**src/rtl/trap_ctrl_pkg.sv**
```systemverilog
// Shared types and cause encodings for the commit-side trap sequencer.
// The mcause values match the encodings csr_regs writes into mcause.
package trap_ctrl_pkg;

    typedef enum logic [1:0] {
        TK_EXC,
        TK_MRET,
        TK_CSR
    } trap_kind_e;

    typedef enum logic [1:0] {
        ST_IDLE,
        ST_DRAIN,
        ST_FIRE,
        ST_REDIRECT
    } trap_state_e;

    localparam logic [3:0] MCAUSE_INSTR_MISALIGN = 4'd0;
    localparam logic [3:0] MCAUSE_ILLEGAL        = 4'd2;
    localparam logic [3:0] MCAUSE_LOAD_MISALIGN  = 4'd4;
    localparam logic [3:0] MCAUSE_STORE_MISALIGN = 4'd6;
    localparam logic [3:0] MCAUSE_ECALL_M        = 4'd11;

    // Priority: instr_misalign > illegal > ecall > load > store.
    function automatic logic [3:0] exc_cause(input logic imis, input logic ill, input logic ecall,
                                             input logic lmis, input logic smis);
        logic [3:0] c;
        c = MCAUSE_STORE_MISALIGN;
        if (imis)       c = MCAUSE_INSTR_MISALIGN;
        else if (ill)   c = MCAUSE_ILLEGAL;
        else if (ecall) c = MCAUSE_ECALL_M;
        else if (lmis)  c = MCAUSE_LOAD_MISALIGN;
        else if (smis)  c = MCAUSE_STORE_MISALIGN;
        return c;
    endfunction

    // One-hot ordering: {instr_misalign, illegal, ecall, load_misalign, store_misalign}.
    function automatic logic [4:0] cause_onehot(input logic [3:0] cause);
        logic [4:0] oh;
        oh = '0;
        case (cause)
            MCAUSE_INSTR_MISALIGN: oh = 5'b10000;
            MCAUSE_ILLEGAL:        oh = 5'b01000;
            MCAUSE_ECALL_M:        oh = 5'b00100;
            MCAUSE_LOAD_MISALIGN:  oh = 5'b00010;
            MCAUSE_STORE_MISALIGN: oh = 5'b00001;
            default:               oh = '0;
        endcase
        return oh;
    endfunction

endpackage

```
**src/rtl/trap_ctrl.sv**
```systemverilog
// Commit-side trap sequencer: capture, flush, drain memory, pulse csr_regs,
// then hand the redirect PC to fetch over valid/ready.
module trap_ctrl
    import trap_ctrl_pkg::*;
#(
    parameter int unsigned XLEN = 64,
    parameter int unsigned ILEN = 32
) (
    input  logic            clk,
    input  logic            reset,
    input  logic            commit_valid_i,
    input  logic [XLEN-1:0] commit_pc_i,
    input  logic [ILEN-1:0] commit_instr_i,
    input  logic            ecall_i,
    input  logic            instr_misalign_i,
    input  logic            illegal_i,
    input  logic            load_misalign_i,
    input  logic            store_misalign_i,
    input  logic            mret_i,
    input  logic            csr_wr_i,
    input  logic            mem_busy_i,
    input  logic [XLEN-1:0] csr_next_pc_i,
    output logic            exception_o,
    output logic            ecall_o,
    output logic            instr_misalign_o,
    output logic            illegal_o,
    output logic            load_misalign_o,
    output logic            store_misalign_o,
    output logic            mret_o,
    output logic [XLEN-1:0] trap_pc_o,
    output logic            flush_o,
    output logic            stall_o,
    output logic            redirect_valid_o,
    output logic [XLEN-1:0] redirect_pc_o,
    input  logic            redirect_ready_i,
    output logic            mcycle_inc_o,
    output logic            instret_inc_o
);

    typedef struct packed {
        logic            valid;
        logic [XLEN-1:0] pc;
    } redirect_t;

    trap_state_e     state_q;
    trap_kind_e      kind_q;
    trap_kind_e      kind_d;
    logic [3:0]      cause_q;
    logic [3:0]      cause_d;
    logic [XLEN-1:0] pc_q;
    logic [XLEN-1:0] trap_pc_q;
    redirect_t       redir_q;
    logic            flush_q;
    logic            exc_q;
    logic            mret_q;
    logic [4:0]      cause_oh_q;
    logic            exc_any;
    logic            event_any;
    logic            unused_instr;

    assign unused_instr = ^commit_instr_i;

    always_comb begin
        exc_any   = ecall_i | instr_misalign_i | illegal_i | load_misalign_i | store_misalign_i;
        event_any = exc_any | mret_i | csr_wr_i;
        kind_d    = exc_any ? TK_EXC : (mret_i ? TK_MRET : TK_CSR);
        cause_d   = exc_cause(instr_misalign_i, illegal_i, ecall_i, load_misalign_i, store_misalign_i);
    end

    always_ff @(posedge clk) begin
        if (reset) begin
            state_q    <= ST_IDLE;
            kind_q     <= TK_EXC;
            cause_q    <= '0;
            pc_q       <= '0;
            trap_pc_q  <= '0;
            redir_q    <= '0;
            flush_q    <= 1'b0;
            exc_q      <= 1'b0;
            mret_q     <= 1'b0;
            cause_oh_q <= '0;
        end else begin
            flush_q    <= 1'b0;
            exc_q      <= 1'b0;
            mret_q     <= 1'b0;
            cause_oh_q <= '0;
            trap_pc_q  <= '0;
            unique case (state_q)
                ST_IDLE: begin
                    if (commit_valid_i && event_any) begin
                        pc_q    <= commit_pc_i;
                        kind_q  <= kind_d;
                        cause_q <= cause_d;
                        flush_q <= 1'b1;
                        state_q <= ST_DRAIN;
                    end
                end
                ST_DRAIN: begin
                    if (!mem_busy_i) begin
                        state_q   <= ST_FIRE;
                        trap_pc_q <= pc_q;
                        exc_q     <= (kind_q == TK_EXC);
                        mret_q    <= (kind_q == TK_MRET);
                        if (kind_q == TK_EXC) cause_oh_q <= cause_onehot(cause_q);
                    end
                end
                ST_FIRE: begin
                    // csr_regs presents mtvec/mepc during the pulse cycle; CSR writes fall through.
                    state_q       <= ST_REDIRECT;
                    redir_q.valid <= 1'b1;
                    redir_q.pc    <= (kind_q == TK_CSR) ? pc_q + XLEN'(4) : csr_next_pc_i;
                end
                ST_REDIRECT: begin
                    if (redirect_ready_i) begin
                        redir_q.valid <= 1'b0;
                        state_q       <= ST_IDLE;
                    end
                end
                default: state_q <= ST_IDLE;
            endcase
        end
    end

    assign exception_o      = exc_q;
    assign instr_misalign_o = cause_oh_q[4];
    assign illegal_o        = cause_oh_q[3];
    assign ecall_o          = cause_oh_q[2];
    assign load_misalign_o  = cause_oh_q[1];
    assign store_misalign_o = cause_oh_q[0];
    assign mret_o           = mret_q;
    assign trap_pc_o        = trap_pc_q;
    assign flush_o          = flush_q;
    assign stall_o          = (state_q != ST_IDLE);
    assign redirect_valid_o = redir_q.valid;
    assign redirect_pc_o    = redir_q.pc;
    assign mcycle_inc_o     = ~reset;
    assign instret_inc_o    = ~reset & commit_valid_i & (state_q == ST_IDLE) & ~exc_any;

endmodule

```
**config.mk**
```make
export PLATFORM = sky130hd
export DESIGN_NAME = trap_ctrl
export DESIGN_NICKNAME = d
export VERILOG_FILES = /design/src/rtl/trap_ctrl_pkg.sv /design/src/rtl/trap_ctrl.sv
export SDC_FILE = /design/constraint.sdc
export NUM_CORES = 1
export LEC_CHECK = 0
export CAP_MARGIN = 10
export CORE_MARGIN = 2
export CORE_UTILIZATION = 48
export DETAILED_ROUTE_END_ITERATION = 6
export PLACE_DENSITY_LB_ADDON = 0.1
export SETUP_SLACK_MARGIN = 0.3
export SYNTH_ARGS = -nofsm -noshare
export SYNTH_HDL_FRONTEND = slang
export SYNTH_SLANG_ARGS = --single-unit
```
**constraint.sdc**
```tcl
create_clock -name clk -period 3.62 [get_ports clk]
set_input_delay 0.543 -clock clk [delete_from_list [all_inputs] [get_ports clk]]
set_output_delay 0.543 -clock clk [all_outputs]
set_load 0.05 [all_outputs]
```
Word level (Yosys, flattened, before mapping)
Cells that the tools add are included.

Add/sub/neg operators: 1. Equality and inequality tests: 12. Mux-type cells: 15. Bitwise gates (word level): 14. Reductions and logical operators: 12.

Operator list (count): $add 64x3->64 const B (1); $mux 64 (1); $pmux 5 s5 (1); $mux 2 (6); $mux 4 (3); $eq 4x3->1 const B (2); $pmux 2 s4 (1); $eq 2x2->1 const B (3); $ne 2x2->1 const B (3); $or 1x1->1 (6); $not 1->1 (5); $eq 2x1->1 const B (2); $eq 4x2->1 const B (1); $eq 4x4->1 const B (1); $logic_not 2->1 (2); $logic_not 4->1 (1); $reduce_and 2->1 (2); $reduce_bool 2->1 (2); $reduce_or 4->1 (1); $and 1x1->1 (3); $reduce_and 3->1 (1); $reduce_or 3->1 (1); $mux 1 (2); $pmux 1 s2 (1); 2 further kinds (2).

Bits in registers: 209. Input port bits: 172. Output and inout bits: 140. Word-level logic and storage cells: 65.

Longest topological paths before layout
Gate-level depths: netlist (run 1).

Depth after elaboration: 9. Depth in mapped cells: 9. Mapped depth without buffers: 7.

Worst setup path after synthesis (run 1)
No wires, ideal clock.

Path type: input-to-output. Start point: input instr_misalign_i. End point: output instret_inc_o. Arrival time: 2.412 ns. Required time: 3.077 ns. Path slack: 0.665 ns. Stages: 3. Buffers on the path: 0. Cells stage by stage: or3_1 or3_1 nor3_1.

Longest elaborated chain between the ends: 6.

Ends and longest elaborated chain: start: declaration (RTL line trap_ctrl.sv:15) `input logic instr_misalign_i,`; $or 1x1->1 (4 in series) (RTL line trap_ctrl.sv:64) `exc_any = ecall_i | instr_misalign_i | illegal_i | load_misalign_i | store_misalign_i;`; $not 1->1 (RTL line trap_ctrl.sv:137) `assign instret_inc_o = ~reset & commit_valid_i & (state_q == ST_IDLE) & ~exc_any;`; $and 1x1->1 (RTL line trap_ctrl.sv:137); end: declaration (RTL line trap_ctrl.sv:37) `output logic instret_inc_o`.

No other way between the ends.

Worst setup path in the final report (run 1)
Start point: register pc_q[14]. End point: register redir_q (netlist bit redirect_pc_o[63]).

Longest elaborated chain between the ends: 2.

Ends and longest elaborated chain: start: declaration (RTL line trap_ctrl.sv:50) `logic [XLEN-1:0] pc_q;`; start signal: assignment (RTL line trap_ctrl.sv:91) `pc_q <= commit_pc_i;`; $add 64x3->64 (RTL line trap_ctrl.sv:111) `redir_q.pc <= (kind_q == TK_CSR) ? pc_q + XLEN'(4) : csr_next_pc_i;`; $mux 64 (RTL line trap_ctrl.sv:111); end: declaration (RTL line trap_ctrl.sv:52) `redirect_t redir_q;`.

No other way between the ends. A chain may end at the register's enable or synchronous reset.

==> results.sh, run 1 <==
export IMPL_whs_path_depth=2
export IMPL_gr_total_overflow=0
export IMPL_drive_above_1_share_pct=5.78
export IMPL_avgViaCountPerCell=5.47
export IMPL_synth_main_ff_cell="dfxtp_1"
export IMPL_drt_iter0_drc=522
export IMPL_htreeDepth=1
export IMPL_grt_use_met3_pct=5.44
export IMPL_swShare_pct=37.0
export IMPL_syn_nets=1205
export IMPL_intPower_w=0.00484
export IMPL_nets=1442
export IMPL_rrSetupSlack_ps=770
export IMPL_setup_slack_ps=771
export IMPL_worst_pin_slew_ps=910
export IMPL_yosysSeqAreaShare_pct=48.1
export IMPL_wl_per_cell_um=17.9
export IMPL_cp_start_kind="flip-flop"
export IMPL_most_common_layout_cells="clkdlybuf4s50_1 (277), dfxtp_1 (208), nand2_1 (167)"
export IMPL_use_met2_pct=43.7
export IMPL_hold_viol_final=0
export IMPL_tns_ps=0
export IMPL_die_h_um=138
export IMPL_end_kind="flip-flop"
export IMPL_relSlewSlack_pct=39.2
export IMPL_synth_area_leaders="dfxtp_1 (48%), a21oi_1 (7.6%), nand2_1 (7.2%)"
export IMPL_grtUsageTotal_pct=27.2
export IMPL_grt_first_pass_wirelength_mm=42.5
export IMPL_fin_crit_ps=2850
export IMPL_insertion_delay_ps=500
export IMPL_hp_start="reset"
export IMPL_synth_edf_count=0
export IMPL_core_area_um2=17800
export IMPL_r2r_start="pc_q[14]"
export IMPL_cts_root_buffer="clkbuf_16"
export IMPL_ys_ff_latch=208
export IMPL_drv_slew=0
export IMPL_cp_max_fo=17
export IMPL_ys_warn_count=0
export IMPL_post_place_ws_ps=461
export IMPL_postCtsSetupBuffers=0
export IMPL_comb_power_share_pct=32.8
export IMPL_numPortBuffers=279
export IMPL_synthArstFlopShare_pct=0
export IMPL_arrival_ps=3190
export IMPL_clkTransAtPathRegs_ps=60
export IMPL_layout_commonest_cell="clkdlybuf4s50_1"
export IMPL_ff2ff_path_depth=6
export IMPL_cp_required_ps=3960
export IMPL_power_frac_seq_pct=37.9
export IMPL_synth_area_per_cell_um2=8.42
export IMPL_grt_max_degree=80
export IMPL_cts_resized=0
export IMPL_peakVddDrop_mv=0.376
export IMPL_numCtsBuffers=22
export IMPL_die_w_um=138
export IMPL_path_class="reg2reg"
export IMPL_drtPass1Iterations=5
export IMPL_maxCapViolCount=0
export IMPL_cts_tree="built"
export IMPL_p_switching_w=0.00284
export IMPL_area_delta_synth_final_pct=41.8
export IMPL_antenna_found_initial=1
export IMPL_num_vias=8261
export IMPL_power_density_nw_per_um2=626
export IMPL_ctsHoldBuffers=0
export IMPL_route_detailed_drc=0
export IMPL_clockBufferDepth=3
export IMPL_rows=49
export IMPL_pwr_share_clk_pct=29.2
export IMPL_dieArea_um2=19100
export IMPL_ys_types=54
export IMPL_period_share_pct=78.7
export IMPL_wirelength_mm=27.0
export IMPL_netlist_area_um2=8650
export IMPL_gr_max_usage_layer="met2"
export IMPL_synth_cells=1027
export IMPL_startpoint="pc_q[14]"
export IMPL_rsz0062_at_grt="no"
export IMPL_grt_pass1_vias=7781
export IMPL_setup_violations=0
export IMPL_antenna_left=0
export IMPL_routabilityCongestion=0.841
export IMPL_p_leak_nw=4.64
export IMPL_outcome="completed"
export IMPL_hold_class="in2reg"
export IMPL_io_pins=312
export IMPL_max_freq_ghz=0.351
export IMPL_yosys_area_top_type="dfxtp_1"
export IMPL_fin_skew_ps=15.1
export IMPL_synth_top_area_share_pct=48.1
export IMPL_start_util_pct=48.5
export IMPL_hpwl_mm=18.4
export IMPL_cts_sinks=208
export IMPL_met1_usage_pct=37.2
-- stage by stage --
stage	area, um^2	power (W)	hold slack [ps]	utilization [%]	std cells
after global routing	12300	0.00803	265	68.8	1510
final	12300	0.00768	267	68.8	1511
after detailed placement	11500	0.00547	447	64.7	1469
after CTS	12300	0.00772	253	68.7	1509
after floorplan	8650	0.00456	445	-	1027
after global placement	11500	0.00543	433	64.7	1469
-- registers in the layout, summed over array words and instances, names as in the netlist, 2 cells and up --
register	flops
redirect_pc_o	64
state_q	2
cause_q	3
pc_q	64
cause_oh_q	5
kind_q	2
trap_pc_o	64
-- per-layer routing --
metal  share of wire (%)  up-vias
met5                   0        -
met4                 2.4        0
met3                 8.1       47
met2                  46      321
met1                  43     3830
li1                    -     4063
-- cells by family (layout without fill, tap and decap cells) --
| logic type | count (synthesis) | count (layout) | share of synthesized area [%] |
|---|---|---|---|
| AOI/OAI and AO/OA | 220 | 220 | 14.6 |
| xor gates and xnor gates | 51 | 51 | 5.16 |
| adders and majority gates | 6 | 6 | 0.868 |
| buffers and inverters | 94 | 347 | 4.82 |
| DFF | 208 | 208 | 48.1 |
| muxes | 4 | 4 | 0.463 |
| other | 0 | 2 | 0 |
| and+or+nand+nor | 444 | 444 | 26.0 |
-- final cells by class --
cell class                 instances  area [um^2]
clock buffer                      34          667
inverter                          14         52.6
sequential                       208         4160
multi-input combinational        725         4120
clock inverter                     6         60.1
timing repair buffer             293         2920
fill                            1469         5570
antenna                            2         5.00
tap                              229          287
-- power by group through the flow --
stage | Sequential (W) | Combinational [W] | Clock, W
finish | 0.00291 | 0.00252 | 0.00224
global route | 0.00296 | 0.00271 | 0.00237
CTS | 0.00290 | 0.00253 | 0.00228
detailed placement | 0.00295 | 0.00252 | 0
global placement | 0.00294 | 0.00249 | 0
floorplan | 0.00341 | 0.00115 | 0
-- worst paths after layout --
check                      endpoint
setup / recovery  redirect_pc_o[63]
hold / removal     redirect_pc_o[4]
setup reg to reg  redirect_pc_o[63]
hold reg to reg   redirect_pc_o[38]
-- worst max-delay path: stages (launching register included) --
cell	delay [ps]
dfxtp_1	470
and3_1	310
and4_1	620
nand4_2	570
o31a_1	450
o21ai_0	180
a21oi_1	90
-- cells in the mapped netlist (6+ instances only) --
cell type	number
nand4_1	20
xor2_1	22
buf_2	12
a21oi_1	132
buf_4	9
clkbuf_1	56
a211oi_1	10
nor4_1	12
ha_1	6
and3_1	97
o22ai_1	23
inv_1	12
nand3_1	30
nor2_1	72
o21ai_0	25
nand2_1	167
or3_1	7
dfxtp_1	208
nor3_1	13
xnor2_1	29
Note: power is estimated with default switching activity, not from simulation.
==> run 2, diff against run 1 <==
--- a/config.mk
+++ b/config.mk
@@ -7,7 +7,7 @@
 export LEC_CHECK = 0
 export CAP_MARGIN = 10
 export CORE_MARGIN = 2
-export CORE_UTILIZATION = 48
+export CORE_UTILIZATION = 45
 export DETAILED_ROUTE_END_ITERATION = 6
 export PLACE_DENSITY_LB_ADDON = 0.1
 export SETUP_SLACK_MARGIN = 0.3
==> constraint.sdc (replaced) <==
create_clock -name clk -period 2.9 [get_ports clk]
set_input_delay 0.435 -clock clk [delete_from_list [all_inputs] [get_ports clk]]
set_output_delay 0.435 -clock clk [all_outputs]
set_load 0.05 [all_outputs]
==> results.sh, run 2 (synthesis gave the netlist of run 1 again) <==
export IMPL_placed_cells=1489
export IMPL_cts_sinks=208
export IMPL_avgViaCountPerCell=5.50
export IMPL_setup_violations=0
export IMPL_end_kind="primary output"
export IMPL_wirelength_mm=27.6
export IMPL_htreeDepth=1
export IMPL_antenna_found_initial=0
export IMPL_dieArea_um2=20400
export IMPL_numPortBuffers=279
export IMPL_start_util_pct=46.1
export IMPL_num_vias=8410
export IMPL_setup_slack_ps=376
export IMPL_io_pins=312
export IMPL_numCtsBuffers=22
export IMPL_routabilityCongestion=0.873
export IMPL_rsz0062_at_grt="no"
export IMPL_cp_start_kind="input port"
export IMPL_finalNonFillerCells=1529
export IMPL_route_detailed_drc=0
export IMPL_relSlewSlack_pct=46.6
export IMPL_tns_ps=0
export IMPL_drv_slew=0
export IMPL_p_leak_nw=4.74
export IMPL_grt_pass1_vias=7679
export IMPL_path_class="in2out"
export IMPL_max_freq_ghz=0.396
export IMPL_arrival_ps=2090
export IMPL_cp_buffers_inverters=2
export IMPL_fin_crit_ps=2520
export IMPL_cp_slowest_stage_delay_ps=430
export IMPL_post_place_ws_ps=142
export IMPL_antenna_left=0
export IMPL_cp_top_family="simple AND/OR/NAND/NOR gates"
export IMPL_die_w_um=143
export IMPL_layout_commonest_cell="clkdlybuf4s50_1"
export IMPL_hpwl_mm=19.2
export IMPL_placed_area_um2=11700
export IMPL_drive_above_1_share_pct=7.10
export IMPL_outcome="completed"
export IMPL_insertion_delay_ps=500
export IMPL_path_cells="clkdlybuf4s50_1 -> or3_1 -> or3_4 -> nor3_2 -> buf_12"
export IMPL_worst_pin_slew_ps=797
export IMPL_period_share_pct=87.0
export IMPL_core_area_um2=18800
export IMPL_grtUsageTotal_pct=25.9
export IMPL_wl_per_cell_um=18.1
export IMPL_cts_tree="built"
export IMPL_maxCapViolCount=0
export IMPL_cp_max_fo=5
export IMPL_grt_max_degree=68
export IMPL_final_area_um2=12500
export IMPL_cts_root_buffer="clkbuf_16"
export IMPL_antenna_cells=0
export IMPL_nFillCells=1607
export IMPL_peakVddDrop_mv=0.500
export IMPL_gr_total_overflow=0
export IMPL_hold_class="in2reg"
export IMPL_clockBufferDepth=3
export IMPL_fin_skew_ps=8.29
export IMPL_slowest_stage="clkdlybuf4s50_1"
export IMPL_grt_first_pass_wirelength_mm=41.8
export IMPL_hold_viol_final=0
export IMPL_rows=50
export IMPL_area_delta_synth_final_pct=43.9
export IMPL_drt_iter0_drc=568
export IMPL_power_density_nw_per_um2=784
export IMPL_final_util_pct=66.4
export IMPL_drtPass1Iterations=5
export IMPL_nets=1458
export IMPL_most_common_layout_cells="clkdlybuf4s50_1 (275), dfxtp_1 (208), nand2_1 (167)"
export IMPL_clkTransAtPathRegs_ps=60
export IMPL_die_h_um=143
export IMPL_cp_required_ps=2470
-- run 2: cell count changes in the layout (fill, tap and decap cells not counted), sizes merged --
cell           change
clkbuf             -2
clkinvlp           -1
diode              -2
buf               +17
clkdlybuf4s50      -2
dlygate4sd2        +1
bufinv             +2
-- run 2: report_power, final --
| group | switching [W] | leakage, nW | total [W] | internal (W) |
|---|---|---|---|---|
| clock | 0.00113 | 0.361 | 0.00291 | 0.00177 |
| sequential | 0.000364 | 1.69 | 0.00361 | 0.00325 |
| combinational | 0.00206 | 2.69 | 0.00325 | 0.00119 |
-- run 2: timing repair --
| action | CTS | global route |
|---|---|---|
| hold buffers | 0 | 0 |
| buffers inserted | 0 | 1 |
| gates resized for setup | 3 | 1 |
| setup endpoints to repair | 3 | 5 |
-- run 2: path summary, 6_finish.rpt --
path	start	to	slack [ps]	cells after the start
worst max-delay path	instr_misalign_i	instret_inc_o	380	5
worst max register to register	pc_q[2]	redirect_pc_o[62]	470	10
worst min-delay path	reset	state_q[1]	360	2
worst min register to register	redirect_pc_o[38]	redirect_pc_o[38]	470	2
-- run 2: cell type report --
cell class                      count  area, um^2  share of cell area [%]
Tap cell                          234         293                    2.35
Inverter                           14        52.6                   0.422
Sequential cell                   208        4160                    33.4
Clock buffer                       32         629                    5.05
Timing Repair Buffer              309        3070                    24.7
Clock inverter                      7         116                   0.934
Multi-Input combinational cell    725        4130                    33.1
-- run 2: metrics by stage --
step,hold slack (ps),power [W]
2_1_floorplan,445,0.00570
3_3_place_gp,436,0.00686
3_5_place_dp,441,0.00691
4_1_cts,351,0.00979
5_1_grt,357,0.0102
6_report,356,0.00976
-- run 2: layer usage --
metal | track usage [%] | vias up | routed length (um) | share of wire (%)
li1 | - | 4090 | - | -
met1 | 35.4 | 3984 | 12300 | 44
met2 | 41.4 | 289 | 12700 | 46
met3 | 5.67 | 47 | 2010 | 7.3
met4 | 6.98 | 0 | 685 | 2.5
met5 | 0 | - | 0 | 0
